===== src/rtl/cpu_pkg.sv =====
// Shared CPU definitions: datapath widths, instruction field positions,
// the HALT opcode and the fetch-stage state encoding.
// Instruction layout: {op[3:0], ra[1:0], rb[1:0], imm[7:0]}.
package cpu_pkg;

    localparam int unsigned ADDR_W = 8;
    localparam int unsigned INS_W  = 16;

    localparam int unsigned OP_MSB  = 15;
    localparam int unsigned OP_LSB  = 12;
    localparam int unsigned RA_MSB  = 11;
    localparam int unsigned RA_LSB  = 10;
    localparam int unsigned RB_MSB  = 9;
    localparam int unsigned RB_LSB  = 8;
    localparam int unsigned IMM_MSB = 7;
    localparam int unsigned IMM_LSB = 0;

    localparam logic [3:0] OP_HALT = 4'hF;

    typedef enum logic {
        RUN    = 1'b0,
        HALTED = 1'b1
    } fetch_state_t;

    function automatic logic is_halt(input logic [INS_W-1:0] ins);
        return ins[OP_MSB:OP_LSB] == OP_HALT;
    endfunction

endpackage


===== src/rtl/fetch_buffer.sv =====
// Two-entry synchronous FIFO holding fetched {pc, ins} words.
// Ports:
//   clk, rst     clock, synchronous active-high reset
//   push         write push_data this cycle
//   push_data    entry to write
//   pop          consume the head entry this cycle
//   flush        discard all entries (overrides push/pop)
//   count        number of valid entries (0..2)
//   head_data    oldest entry; reads 0 after reset
// Entries are kept in a head/tail shift pair so the head is always a
// register and needs no read mux.
module fetch_buffer #(
    parameter int unsigned DATA_W = 24
) (
    input  logic              clk,
    input  logic              rst,
    input  logic              push,
    input  logic [DATA_W-1:0] push_data,
    input  logic              pop,
    input  logic              flush,
    output logic [1:0]        count,
    output logic [DATA_W-1:0] head_data
);

    logic [DATA_W-1:0] tail_data;

    always_ff @(posedge clk) begin
        if (rst) begin
            count     <= '0;
            head_data <= '0;
            tail_data <= '0;
        end else if (flush) begin
            count <= '0;
        end else begin
            unique case ({push, pop})
                2'b10: begin
                    if (count == 2'd0) head_data <= push_data;
                    else               tail_data <= push_data;
                    count <= count + 2'd1;
                end
                2'b01: begin
                    head_data <= tail_data;
                    count     <= count - 2'd1;
                end
                2'b11: begin
                    if (count == 2'd1) begin
                        head_data <= push_data;
                    end else begin
                        head_data <= tail_data;
                        tail_data <= push_data;
                    end
                end
                default: ;
            endcase
        end
    end

endmodule


===== src/rtl/instr_fetch_unit.sv =====
// Instruction fetch stage feeding the IF/ID register.
// Owns the PC, issues one read per cycle to a synchronous-read instruction
// memory and buffers returned instructions with their PC for decode.
// Ports:
//   clk, rst                   clock, synchronous active-high reset
//   imem_req, imem_addr        memory read strobe and address
//   imem_rdata                 read data, valid one cycle after the request
//   redirect_valid, redirect_pc  load new PC, flush fetched/in-flight work
//   out_valid, out_ready       handshake towards decode
//   out_ins, out_pc            head instruction and its PC
//   halted                     fetch stopped on a HALT opcode
module instr_fetch_unit
    import cpu_pkg::*;
#(
    parameter logic [ADDR_W-1:0] RESET_PC = 8'h00
) (
    input  logic              clk,
    input  logic              rst,
    output logic              imem_req,
    output logic [ADDR_W-1:0] imem_addr,
    input  logic [INS_W-1:0]  imem_rdata,
    input  logic              redirect_valid,
    input  logic [ADDR_W-1:0] redirect_pc,
    output logic              out_valid,
    input  logic              out_ready,
    output logic [INS_W-1:0]  out_ins,
    output logic [ADDR_W-1:0] out_pc,
    output logic              halted
);

    localparam int unsigned ENTRY_W = ADDR_W + INS_W;

    fetch_state_t      state, state_nxt;
    logic [ADDR_W-1:0] pc;
    logic [ADDR_W-1:0] inflight_pc;
    logic              inflight;
    logic              buf_push;
    logic              buf_pop;
    logic [1:0]        buf_count;
    logic [ENTRY_W-1:0] buf_head;
    logic [2:0]        outstanding;

    // A response is kept only if nothing redirected or halted fetch since it
    // was issued; redirect blocks issue, so checking the return cycle suffices.
    assign buf_push = inflight && !redirect_valid && (state == RUN) && !rst;

    assign out_valid = (buf_count != 2'd0) && !redirect_valid;
    assign buf_pop   = out_valid && out_ready;

    // Credit: buffered + in-flight, less this cycle's pop, must leave a slot.
    assign outstanding = {1'b0, buf_count} + {2'b00, inflight};
    assign imem_req    = (state == RUN) && !rst && !redirect_valid &&
                         (outstanding < (3'd2 + {2'b00, buf_pop}));
    assign imem_addr   = pc;

    assign halted  = (state == HALTED);
    assign out_ins = buf_head[INS_W-1:0];
    assign out_pc  = buf_head[ENTRY_W-1:INS_W];

    always_comb begin
        state_nxt = state;
        if (redirect_valid) begin
            state_nxt = RUN;
        end else if (buf_push && is_halt(imem_rdata)) begin
            state_nxt = HALTED;
        end
    end

    always_ff @(posedge clk) begin
        if (rst) begin
            state       <= RUN;
            pc          <= RESET_PC;
            inflight    <= 1'b0;
            inflight_pc <= '0;
        end else begin
            state    <= state_nxt;
            inflight <= imem_req;
            if (imem_req) inflight_pc <= pc;
            if (redirect_valid) pc <= redirect_pc;
            else if (imem_req)  pc <= pc + 1'b1;
        end
    end

    fetch_buffer #(
        .DATA_W(ENTRY_W)
    ) u_buf (
        .clk       (clk),
        .rst       (rst),
        .push      (buf_push),
        .push_data ({inflight_pc, imem_rdata}),
        .pop       (buf_pop),
        .flush     (redirect_valid),
        .count     (buf_count),
        .head_data (buf_head)
    );

endmodule


===== config.mk =====
export PLATFORM = sky130hd
export DESIGN_NAME = instr_fetch_unit
export DESIGN_NICKNAME = d
export VERILOG_FILES = /design/src/rtl/cpu_pkg.sv /design/src/rtl/fetch_buffer.sv /design/src/rtl/instr_fetch_unit.sv
export SDC_FILE = /design/constraint.sdc
export NUM_CORES = 1
export LEC_CHECK = 0
export ABC_AREA = 1
export CAP_MARGIN = 20
export CORE_UTILIZATION = 49
export CTS_BUF_LIST = sky130_fd_sc_hd__clkbuf_2 sky130_fd_sc_hd__clkbuf_4 sky130_fd_sc_hd__clkbuf_8
export CTS_CLUSTER_SIZE = 24
export DETAILED_ROUTE_END_ITERATION = 8
export GPL_TIMING_DRIVEN = 0
export HOLD_SLACK_MARGIN = 0.02
export PLACE_DENSITY = 0.79
export SLEW_MARGIN = 20
export SYNTH_ARGS = -nofsm -noshare
export SYNTH_HDL_FRONTEND = slang
export SYNTH_SLANG_ARGS = --single-unit

===== constraint.sdc =====
create_clock -name clk -period 2.06 [get_ports clk]
set_clock_uncertainty 0.05 [all_clocks]
set_input_delay 0.412 -clock clk [delete_from_list [all_inputs] [get_ports clk]]
set_output_delay 0.412 -clock clk [all_outputs]
set_load 0.05 [all_outputs]

==> metrics.txt <==
# TYPE chip_impl_metric gauge
chip_impl_metric{name="place.gp.congestion",unit=""} 0.815
chip_impl_metric{name="hold_viol",unit=""} 0
chip_impl_metric{name="area_growth",unit="%"} 47.9
chip_impl_info{name="failed_checks",value="design-rule violations, negative setup slack"} 1
chip_impl_metric{name="finalWorstSetupSlack",unit="ns"} -0.0604
chip_impl_metric{name="place_hpwl",unit="microns"} 5830
chip_impl_metric{name="tightestPinTransition",unit="ns"} 0.696
chip_impl_info{name="ys_top_cells_by_area",value="sky130_fd_sc_hd__dfxtp_1 (41%), sky130_fd_sc_hd__inv_1 (11%), sky130_fd_sc_hd__o21ai_0 (9.5%)"} 1
chip_impl_info{name="end_kind",value="register"} 1
chip_impl_metric{name="synth-edff-count",unit=""} 0
chip_impl_info{name="cp_slowest_cell",value="sky130_fd_sc_hd__dfxtp_2"} 1
chip_impl_metric{name="worstPathMaxFanout",unit=""} 4
chip_impl_info{name="hp-class",value="register to register"} 1
chip_impl_metric{name="power_density",unit="mW/mm^2"} 638
chip_impl_metric{name="yosysUniqueCellTypes",unit=""} 32
chip_impl_metric{name="detail_route.vias_per_cell",unit=""} 5.43
chip_impl_metric{name="synth-async-reset-ratio",unit="%"} 0
chip_impl_metric{name="worstSkewPairLatency",unit="ns"} 0.35
chip_impl_metric{name="dpl_worst_slack",unit="ns"} -0.859
chip_impl_metric{name="maximum_operating_frequency",unit="MHz"} 472
chip_impl_info{name="clk_root_buffer_cell",value="sky130_fd_sc_hd__clkbuf_8"} 1
chip_impl_metric{name="routed_wire_length_per_instance",unit="microns"} 15.6
chip_impl_metric{name="synth_seq_area_share",unit="%"} 40.8
chip_impl_metric{name="clock_slew_at_the_register_clock_pins_of_the_worst_setup_and_hold_paths",unit="ns"} 0.08
chip_impl_info{name="startpoint_type",value="register"} 1
chip_impl_metric{name="timing.critical_path.required",unit="ns"} 2.25
chip_impl_info{name="final_cell_mix",value="sky130_fd_sc_hd__inv_1 (91), sky130_fd_sc_hd__dfxtp_1 (66), sky130_fd_sc_hd__clkdlybuf4s50_1 (51), sky130_fd_sc_hd__o21ai_1 (43)"} 1
chip_impl_metric{name="synth.avg_cell_area",unit="sq um"} 7.02
chip_impl_metric{name="utilization",unit="%"} 76.4
chip_impl_metric{name="period_minus_slack",unit="ns"} 2.12
chip_impl_metric{name="detail_route.first_pass.iterations",unit=""} 7
chip_impl_metric{name="num-fill-cells",unit=""} 471
chip_impl_info{name="grt_setup_unrepaired",value="yes"} 1
chip_impl_metric{name="timing.final.crit_share",unit="%"} 103
chip_impl_metric{name="worst_hold_slack",unit="ns"} 0.438
chip_impl_metric{name="maxSlewViolCount",unit=""} 0
chip_impl_metric{name="fp.dieH",unit="microns"} 84.5
chip_impl_info{name="crit_type",value="register to register"} 1
chip_impl_metric{name="starting_density_of_the_core",unit="%"} 51.6
chip_impl_metric{name="placed_cells_incl_taps",unit=""} 614
chip_impl_info{name="most_common_cell_after_layout_fill_and_taps_aside",value="sky130_fd_sc_hd__inv_1"} 1
chip_impl_metric{name="post_layout_nonfiller_instances",unit=""} 657
chip_impl_metric{name="routed_wl",unit="microns"} 10200
chip_impl_metric{name="clock_path_buffers",unit=""} 2
chip_impl_metric{name="drtIter0Drc",unit=""} 297
chip_impl_metric{name="die_x",unit="microns"} 84.5
chip_impl_metric{name="drtAntennaViolNets",unit=""} 0
chip_impl_info{name="yosys.area.top_type",value="sky130_fd_sc_hd__dfxtp_1"} 1
chip_impl_metric{name="via_count",unit=""} 3570
chip_impl_info{name="run_status",value="finished, violations left"} 1
chip_impl_metric{name="grt_pass1_wl",unit="microns"} 14200
chip_impl_metric{name="netlist.area_leader.share",unit="%"} 40.8
chip_impl_metric{name="numPortBuffers",unit=""} 62
chip_impl_metric{name="grt_pass1_vias",unit=""} 3089
chip_impl_info{name="tritoncts_clock_tree",value="done"} 1
chip_impl_metric{name="cpPeakStageDelay",unit="ns"} 0.35
chip_impl_metric{name="ios",unit=""} 63
chip_impl_metric{name="nNetsFinal",unit=""} 613
chip_impl_metric{name="num_cts_buffers",unit=""} 9
chip_impl_metric{name="insertedDiodeCount",unit=""} 0
chip_impl_metric{name="cts-htree-levels",unit=""} 3
chip_impl_info{name="ys_dominant_reg_cell",value="sky130_fd_sc_hd__dfxtp_1"} 1
chip_impl_metric{name="grt_max_degree",unit=""} 14
chip_impl_metric{name="cap_viol_max_count",unit=""} 0
chip_impl_metric{name="floorplan.rows",unit=""} 29
chip_impl_metric{name="cp_num_buf_inv",unit=""} 6
chip_impl_metric{name="die-area",unit="sq mm"} 0.00714
chip_impl_info{name="critical_path_cell_by_cell",value="inv_2, ha_4, nor2_4, nand2_4, clkinv_4, buf_8, ha_4, inv_4, a22oi_2, buf_4, nand2_4, buf_6, o21ai_2, nor2_1"} 1
chip_impl_metric{name="ys.warnings.count",unit=""} 0
chip_impl_metric{name="synth_cells",unit=""} 475
chip_impl_metric{name="critical_path_arrival",unit="ns"} 2.31
chip_impl_metric{name="power_leakage",unit="nW"} 2.19
chip_impl_metric{name="drive_gt1_share",unit="%"} 24.1
chip_impl_metric{name="fp.coreArea",unit="sq mm"} 0.00646
chip_impl_metric{name="grt_overflow",unit=""} 0
chip_impl_metric{name="mappedNetlistNets",unit=""} 513
chip_impl_metric{name="total_standard_cell_area_after_synthesis",unit="sq mm"} 0.00334
chip_impl_metric{name="antenna_found_initial",unit=""} 0
chip_impl_metric{name="peakVddDrop",unit="mV"} 0.358
chip_impl_metric{name="fin_tns_setup",unit="ns"} -0.687
chip_impl_metric{name="synth_seq_cells",unit=""} 68
chip_impl_metric{name="final-setup-viol-count",unit=""} 23
chip_impl_metric{name="max-slew-margin-rel",unit="%"} 53.6
chip_impl_metric{name="grt_usage",unit="%"} 25.4
chip_impl_metric{name="tritoncts_num_sinks",unit=""} 68
chip_impl_metric{name="cts_hold_repair.buffers",unit=""} 0
chip_impl_metric{name="count_of_unresolved_drc_violations_after_routing",unit=""} 1
chip_impl_info{name="critPathTopFamily",value="buffers and inverters"} 1
## worst register-to-register path: stages (launching register included)
cell and delay [ns]:
sky130_fd_sc_hd__dfxtp_2 0.35, sky130_fd_sc_hd__inv_2 0.05, sky130_fd_sc_hd__ha_4 0.17, sky130_fd_sc_hd__nor2_4 0.13, sky130_fd_sc_hd__nand2_4 0.08, sky130_fd_sc_hd__clkinv_4 0.07
sky130_fd_sc_hd__buf_8 0.11, sky130_fd_sc_hd__ha_4 0.17, sky130_fd_sc_hd__inv_4 0.05, sky130_fd_sc_hd__a22oi_2 0.24, sky130_fd_sc_hd__buf_4 0.17, sky130_fd_sc_hd__nand2_4 0.06
sky130_fd_sc_hd__buf_6 0.12, sky130_fd_sc_hd__o21ai_2 0.13, sky130_fd_sc_hd__nor2_1 0.06
## flip-flops by register name, summed over array words and instances (netlist names)
register         count
u_buf.count          2
u_buf.head_data     24
imem_addr            8
inflight             1
u_buf.tail_data     24
halted               1
inflight_pc          8
## Yosys cell counts (6+ instances only)
master and count:
sky130_fd_sc_hd__o21ai_0 63, sky130_fd_sc_hd__nor2_1 58, sky130_fd_sc_hd__inv_1 95, sky130_fd_sc_hd__nand3_1 41, sky130_fd_sc_hd__o21ai_1 21, sky130_fd_sc_hd__nand2_1 32, sky130_fd_sc_hd__ha_1 10, sky130_fd_sc_hd__a21oi_1 41
sky130_fd_sc_hd__buf_4 7, sky130_fd_sc_hd__clkbuf_1 8, sky130_fd_sc_hd__dfxtp_1 68, sky130_fd_sc_hd__buf_2 6
## path summary, 6_finish.rpt
kind                                        start                               to  slack, ns  cells after the start
setup / recovery      u_buf.count[1]$_SDFFE_PP0P_  u_buf.tail_data[1]$_SDFFE_PP0P_      -0.06                     14
hold / removal    u_buf.tail_data[6]$_SDFFE_PP0P_  u_buf.tail_data[6]$_SDFFE_PP0P_       0.44                      2
setup reg to reg      u_buf.count[1]$_SDFFE_PP0P_  u_buf.tail_data[1]$_SDFFE_PP0P_      -0.06                     14
hold reg to reg   u_buf.tail_data[6]$_SDFFE_PP0P_  u_buf.tail_data[6]$_SDFFE_PP0P_       0.44                      2
## power breakdown
part,switching (mW),internal [mW]
combinational,0.297,0.195
sequential,0.0411,1.36
clock,0.567,0.687
## cells by family after synthesis
| group | count (synthesis) | share of synthesized area, % |
|---|---|---|
| AO/OA/AOI/OAI | 131 | 20.7 |
| AND/OR/NAND/NOR | 139 | 18.3 |
| XOR/XNOR | 3 | 0.788 |
| adder cells (fa/ha/maj) | 10 | 3.75 |
| multiplexers | 1 | 0.338 |
| flip-flops | 68 | 40.8 |
| buffers and inverters | 123 | 15.3 |
## routing by layer
| layer | wire length (microns) | vias up | global-route usage (%) |
|---|---|---|---|
| met5 | 0 | - | 0 |
| met2 | 5090 | 145 | 43.0 |
| met3 | 586 | 30 | 5.31 |
| li1 | - | 1714 | - |
| met1 | 4240 | 1681 | 31.1 |
| met4 | 308 | 0 | 11.6 |
## timing repair
action,in CTS,in global routing
pin swaps,7,30
resized for setup,33,68
cloned,3,4
setup buffers,10,12
setup endpoints to repair,59,47
## per-stage QoR
step / area (sq um) / total power [mW]
floorplan: 3490 / 1.70
global placement: 4200 / 1.85
detailed placement: 4200 / 1.86
CTS: 4590 / 3.09
global route: 4930 / 3.25
finish: 4930 / 3.15
## layout make-up
type | count | area, sq um | area share (%)
Sequential cell | 68 | 1360 | 27.6
Tap cell | 77 | 96.3 | 1.95
Inverter | 98 | 383 | 7.76
Multi-Input combinational cell | 285 | 1770 | 35.8
Buffer | 24 | 194 | 3.93
Clock buffer | 9 | 124 | 2.51
Clock inverter | 7 | 98.8 | 2.00
Timing Repair Buffer | 89 | 906 | 18.4
Note: power is estimated with default switching activity, not from simulation.
